## src/rtl/fir_mac_sequencer.sv

```systemverilog
// FIR read-side sequencer: accepts a sample, shifts it into the delay line,
// sweeps all taps through a MAC, and emits one saturated Q1.15 result.
module fir_mac_sequencer #(
  parameter int LENGTH = 64,
  parameter int WIDTH  = 16,
  parameter int ACC_W  = 2*WIDTH + $clog2(LENGTH)
) (
  input  logic             clk,
  input  logic             rst,
  input  logic             in_valid,
  output logic             in_ready,
  input  logic [WIDTH-1:0] in_data,
  output logic             load,
  output logic [WIDTH-1:0] sample_out,
  output logic [7:0]       counter,
  input  logic [WIDTH-1:0] tap_in,
  input  logic [WIDTH-1:0] coef_in,
  output logic             out_valid,
  input  logic             out_ready,
  output logic [WIDTH-1:0] out_data
);

  typedef enum logic [2:0] {
    IDLE,
    LOAD,
    MAC,
    DRAIN,
    DONE
  } state_t;

  localparam logic [7:0] LAST = 8'(LENGTH - 1);
  localparam logic signed [ACC_W-1:0] MAXV =
    ACC_W'(2**(WIDTH-1) - 1);
  localparam logic signed [ACC_W-1:0] MINV = ~MAXV;

  state_t state, state_nx;

  logic signed [2*WIDTH-1:0] tap_x, coef_x;
  logic signed [2*WIDTH-1:0] prod, prod_nx;
  logic                      prod_valid;
  logic signed [ACC_W-1:0]   acc, prod_ext;
  logic signed [ACC_W-1:0]   final_sum, shifted;
  logic [WIDTH-1:0]          sat;

  always_ff @(posedge clk or posedge rst) begin
    if (rst) state <= IDLE;
    else     state <= state_nx;
  end

  always_comb begin
    state_nx = state;
    unique case (state)
      IDLE:  if (in_valid) state_nx = LOAD;
      LOAD:  state_nx = MAC;
      MAC:   if (counter == LAST) state_nx = DRAIN;
      DRAIN: state_nx = DONE;
      DONE:  if (out_ready) state_nx = IDLE;
      default: state_nx = IDLE;
    endcase
  end

  assign in_ready = (state == IDLE);
  assign load     = (state == LOAD);

  assign tap_x   = {{WIDTH{tap_in[WIDTH-1]}}, tap_in};
  assign coef_x  = {{WIDTH{coef_in[WIDTH-1]}}, coef_in};
  assign prod_nx = tap_x * coef_x;

  assign prod_ext =
    {{(ACC_W-2*WIDTH){prod[2*WIDTH-1]}}, prod};
  assign final_sum = acc + prod_ext;
  assign shifted   = final_sum >>> (WIDTH-1);

  // Truncating shift first, then clamp to the Q1.(WIDTH-1) range.
  always_comb begin
    sat = shifted[WIDTH-1:0];
    if (shifted > MAXV)
      sat = {1'b0, {(WIDTH-1){1'b1}}};
    else if (shifted < MINV)
      sat = {1'b1, {(WIDTH-1){1'b0}}};
  end

  always_ff @(posedge clk or posedge rst) begin
    if (rst) begin
      acc        <= '0;
      prod       <= '0;
      prod_valid <= 1'b0;
      counter    <= '0;
      sample_out <= '0;
      out_valid  <= 1'b0;
      out_data   <= '0;
    end else begin
      unique case (state)
        IDLE: begin
          if (in_valid) sample_out <= in_data;
        end
        LOAD: begin
          acc        <= '0;
          prod_valid <= 1'b0;
          counter    <= '0;
        end
        MAC: begin
          prod       <= prod_nx;
          prod_valid <= 1'b1;
          if (prod_valid) acc <= acc + prod_ext;
          if (counter == LAST) counter <= '0;
          else                 counter <= counter + 8'd1;
        end
        DRAIN: begin
          out_data  <= sat;
          out_valid <= 1'b1;
        end
        DONE: begin
          if (out_ready) out_valid <= 1'b0;
        end
        default: ;
      endcase
    end
  end

endmodule

```

## config.mk

```make
export PLATFORM = sky130hd
export DESIGN_NAME = fir_mac_sequencer
export DESIGN_NICKNAME = d
export VERILOG_FILES = /design/src/rtl/fir_mac_sequencer.sv
export SDC_FILE = /design/constraint.sdc
export NUM_CORES = 1
export LEC_CHECK = 0
export CAP_MARGIN = 5
export CORE_ASPECT_RATIO = 0.5
export CORE_MARGIN = 10
export CORE_UTILIZATION = 57
export CTS_CLUSTER_SIZE = 8
export DETAILED_ROUTE_END_ITERATION = 10
export GPL_TIMING_DRIVEN = 0
export PLACE_DENSITY = 0.8
export SYNTH_ARGS = -nofsm -noshare
export SYNTH_HDL_FRONTEND = slang
export SYNTH_SLANG_ARGS = --single-unit
```

## constraint.sdc

```tcl
create_clock -name clk -period 3.6 [get_ports clk]
set_input_delay 0.36 -clock clk [delete_from_list [all_inputs] [get_ports clk]]
set_output_delay 0.36 -clock clk [all_outputs]
set_load 0.03 [all_outputs]
```

; Word level (Yosys, flattened, before mapping)
; Cells that the tools add are included.
[totals]
input_bits = 52
regBits = 115
wordCells = 42
output_inout_bits = 43
[op_classes]
n_reduce_logical = 7
n_addsub = 2
n_mul = 1
eq_ne = 9
n_mux = 13
order_cmp = 2
[ops]
columns = cell, n
row1 = $pmux W38 S2, 1
row2 = $add A38 B32 Y38, 1
row3 = $mux W38, 1
row4 = $mul A16 B16 Y32, 1
row5 = $mux W16, 2
row6 = $gt A23 B16 Y1 const B, 1
row7 = $lt A23 B16 Y1 const B, 1
row8 = $pmux W8 S2, 1
row9 = $pmux W3 S5, 1
row10 = $mux W3, 3
row11 = $add A8 B1 Y8 const B, 1
row12 = $eq A8 B6 Y1 const B, 1
row13 = $mux W8, 1
row14 = $ne A2 B2 Y1 const B, 4
row15 = $eq A3 B2 Y1 const B, 2
row16 = $reduce_and A2 Y1, 3
row17 = $pmux W1 S2, 2
row18 = $reduce_bool A2 Y1, 2
row19 = $eq A3 B1 Y1 const B, 1
row20 = $eq A3 B3 Y1 const B, 1
row21 = $logic_not A3 Y1, 1
row22 = $reduce_and A3 Y1, 1
row23 = $mux W1, 1

; Depth between registers and ports, before layout
[depth]
depth_word = 4
depth_mapped = 25
ltp_nobuf = 24

; Worst setup path before layout
; Ideal clock, no wire load.
[synth_path]
kind = input to register
from = input port tap_in[10]
to = register prod[31]
path_stages = 21
required_ps = 3464
n_path_buf = 1
setup_time_ps = 136
setup_slack_ps = -2295
t_arrival_ps = 5759
cell_sequence = clkbuf_1 -> nand2_1 -> fa_1 -> fa_1 -> fa_1 -> fa_1 -> inv_1 -> fa_1 -> inv_1 -> fa_1 -> inv_1 -> ha_1 -> and4_1 -> and3_1 -> o21ai_0 -> a21oi_1 -> o21ai_0 -> a31oi_1 -> a31oi_1 -> xnor2_1 -> o21ai_0
[synth_via]
elab_chain_len = 1
[synth_rtl]
columns = element, line_no
row1 = from (decl), 16  ; input logic [WIDTH-1:0] tap_in,
row2 = $mul A16 B16 Y32, 67  ; assign prod_nx = tap_x * coef_x;
row3 = to (signal assigned), 103  ; prod <= prod_nx;
row4 = to (decl), 39  ; logic signed [2*WIDTH-1:0] prod, prod_nx;
; No other way between the ends.
; A chain may end at the register's enable or synchronous reset.

; Final worst setup path
[layout_path]
from = input port coef_in[15]
to = register prod[20]
[layout_via]
elab_chain_len = 1
[layout_rtl]
columns = element, line_no
row1 = from (decl), 17  ; input logic [WIDTH-1:0] coef_in,
row2 = $mul A16 B16 Y32, 67
; No other way between the ends.

==> results.sh <==
export IMPL_status="finished with violations"
export IMPL_violations="negative setup slack"
export IMPL_max_stage_delay_ps=550
export IMPL_cts_made_buffers=17
export IMPL_drv_cap=0
export IMPL_drv_slew=0
export IMPL_cpMaxStageDelayCell="fa_1"
export IMPL_synth_cell_types=66
export IMPL_synth_cells=1826
export IMPL_ys_seq_area_frac=0.175
export IMPL_async_flop_share=1.00
export IMPL_crit_type="input pin to flip-flop"
export IMPL_drt_wirelength_per_cell_um=20.0
export IMPL_fin_nets=2492
export IMPL_synth_top_cell_by_area="fa_1"
export IMPL_clockBufferDepth=2
export IMPL_cts_sinks=115
export IMPL_routed_wl_um=49000
export IMPL_finalHoldViolCount=0
export IMPL_yosysWarningCount=0
export IMPL_cp_data_required_time_ps=3890
export IMPL_cts_hold_buf=0
export IMPL_synth_area_leaders="fa_1 (32%), dfrtp_1 (17%), ha_1 (9.1%)"
export IMPL_finalSetupViolCount=25
export IMPL_route_detailed_drc=0
export IMPL_grt_pass1_wl_um=74300
export IMPL_rsz0062_at_grt="yes"
export IMPL_root_buffer="clkbuf_16"
export IMPL_finalClockSkew_ps=10.5
export IMPL_portBuffers=94
export IMPL_core_um2=28100
export IMPL_gp_congestion=0.966
export IMPL_startpoint_type="input pin"
export IMPL_fin_crit_sh=1.70
export IMPL_vias_per_cell=5.82
export IMPL_area_delta_synth_final_pct=27.3
export IMPL_synth_edf_count=0
export IMPL_cpMostUsedCell="fa_1"
export IMPL_maxSlewHeadroom=0.535
export IMPL_clk_latency_ps=430
export IMPL_synth_top_area_frac=0.320
export IMPL_first_pass_iters=7
export IMPL_endpoint_kind="flip-flop"
export IMPL_dp_final_hpwl_um=33700
export IMPL_crit_fanout=10
export IMPL_placedCellCount=2304
export IMPL_crit_arrival_ps=6400
export IMPL_cts_tree="yes"
export IMPL_synthTopCellsByCount="inv_1 (334), fa_1 (263), nand2_1 (238), and2_1 (126), ha_1 (120)"
export IMPL_worstMarginPinSlew_ps=698
export IMPL_fill_cells=1806
export IMPL_die_h_um=140
export IMPL_die_x_um=260
export IMPL_drtIter0Drc=1421
export IMPL_via_count=14300
export IMPL_worst_hold_path_type="input pin to async pin"
export IMPL_crit_chain="buf_2, inv_2, clkbuf_8, nor2_1, fa_1, fa_1, fa_1, fa_1, fa_1, inv_2, fa_1, inv_2, ha_4, and3_4, and2_4, and4_4, a22oi_2, nand2_2, buf_4, buf_6, or3_4, a21oi_2, xor2_1, o21ai_1"
export IMPL_grt_max_degree=72
export IMPL_layout_drive_gt1_share=0.208
export IMPL_io_pins=95
export IMPL_fmax_ghz=0.164
export IMPL_final_core_util=0.746
export IMPL_ant_nets=0
export IMPL_synth_seq_cells=115
export IMPL_h_tree_depth=4
export IMPL_grt_overflow=0
export IMPL_synthMostInstantiatedCell="inv_1"
export IMPL_grt_pass1_vias=14100
export IMPL_row_count=43
export IMPL_ys_flop_type="dfrtp_1"
export IMPL_antenna_found_initial=0
export IMPL_start_util=0.586
export IMPL_post_route_min_period_ps=6110
export IMPL_synth_fp_nets=2261
export IMPL_syn_area_um2=16500
export IMPL_setup_ws_ps=-2510
export IMPL_avgSynthCellArea_um2=9.01
export IMPL_grt_usage=0.252
export IMPL_die_area_um2=36500
export IMPL_fin_cells=2453
export IMPL_clk_pin_slew_ps=50
==> path summary, 6_finish.rpt <==
kind	slack, ps	depth (start not counted)	endpoint	from
max in group asynchronous	2720	4	acc[32]	rst
min	350	3	acc[11]	rst
min reg2reg	490	2	out_data[15]	out_data[15]
max	-2510	24	prod[20]	coef_in[15]
min in group clk	480	4	prod[0]	tap_in[0]
max reg2reg	80	13	out_data[5]	acc[0]
==> area by class of cell <==
type | instances | area, um^2 | share of cell area
timing repair buffer | 212 | 2060 | 0.0985
multi-input combinational | 1310 | 13000 | 0.619
clock buffer | 19 | 443 | 0.0211
clock inverter | 13 | 158 | 0.00752
tap | 382 | 478 | 0.0228
buffer | 67 | 713 | 0.0340
antenna | 1 | 2.50 | 0.000119
sequential | 115 | 2880 | 0.137
inverter | 334 | 1260 | 0.0600
==> routing by layer <==
metal	part of all wire	GRT usage	wire, um	up-vias
met5	0	0	0	-
met4	0.041	0.0816	1990	0
met3	0.10	0.0552	4920	192
met2	0.46	0.402	22400	776
met1	0.40	0.337	19800	7040
li1	-	-	-	6265
==> registers in the layout (all words and copies together) (netlist names) <==
| signal | count |
|---|---|
| prod_valid | 1 |
| out_data | 16 |
| counter | 8 |
| sample_out | 16 |
| prod | 32 |
| out_valid | 1 |
| acc | 38 |
| state | 3 |
==> worst max-delay path, delay by kind of cell <==
kind                       cells  cell delay, ps
buffers and inverters          7             840
xor gates and xnor gates       1             220
and+or+nand+nor                6            1250
adders and majority gates      7            3260
AOI/OAI and AO/OA              3             460
==> metrics by stage <==
step	cell area, um^2	setup TNS, ps	worst slack, ps	hold slack, ps
2_1_floorplan	16900	-36350	-2050	445
3_3_place_gp	18300	-240510	-3320	465
3_5_place_dp	18300	-75660	-3370	475
4_1_cts	20200	-37790	-2080	390
5_1_grt	21000	-47750	-2640	399
6_report	21000	-42800	-2510	354
==> cell families after synthesis <==
kind of cell,count (synthesis),share of synthesized area
flops,115,0.175
compound gates,283,0.109
xor+xnor,63,0.0340
fa+ha+maj,383,0.411
mux,19,0.0128
simple gates,562,0.166
buf+inv,401,0.0928
==> cells in the final DEF, fill, tap and decap left out, types with 23 or more instances in the layout <==
cell type | netlist | final
a21o_1 | 27 | 26
a21oi_1 | 52 | 41
and2_1 | 126 | 105
buf_4 | 0 | 84
buf_6 | 3 | 46
clkbuf_1 | 58 | 27
clkbuf_16 | 0 | 27
clkdlybuf4s50_1 | 0 | 63
dfrtp_1 | 115 | 115
fa_1 | 263 | 240
fa_2 | 0 | 23
ha_1 | 120 | 99
inv_1 | 334 | 291
inv_2 | 0 | 42
nand2_1 | 238 | 230
nand3_1 | 52 | 52
nor2_1 | 59 | 57
o21ai_0 | 96 | 65
o21ai_1 | 2 | 23
xnor2_1 | 40 | 34
==> repair_timing <==
action	in CTS	in global routing
setup endpoints to repair	42	41
hold endpoints to repair	0	0
cloned	4	1
buffers inserted	71	42
gates resized for setup	361	124
pin swaps	91	92
Power is not shown: default switching activity piles up to over one toggle a cycle in this logic, so the estimate is an artifact.
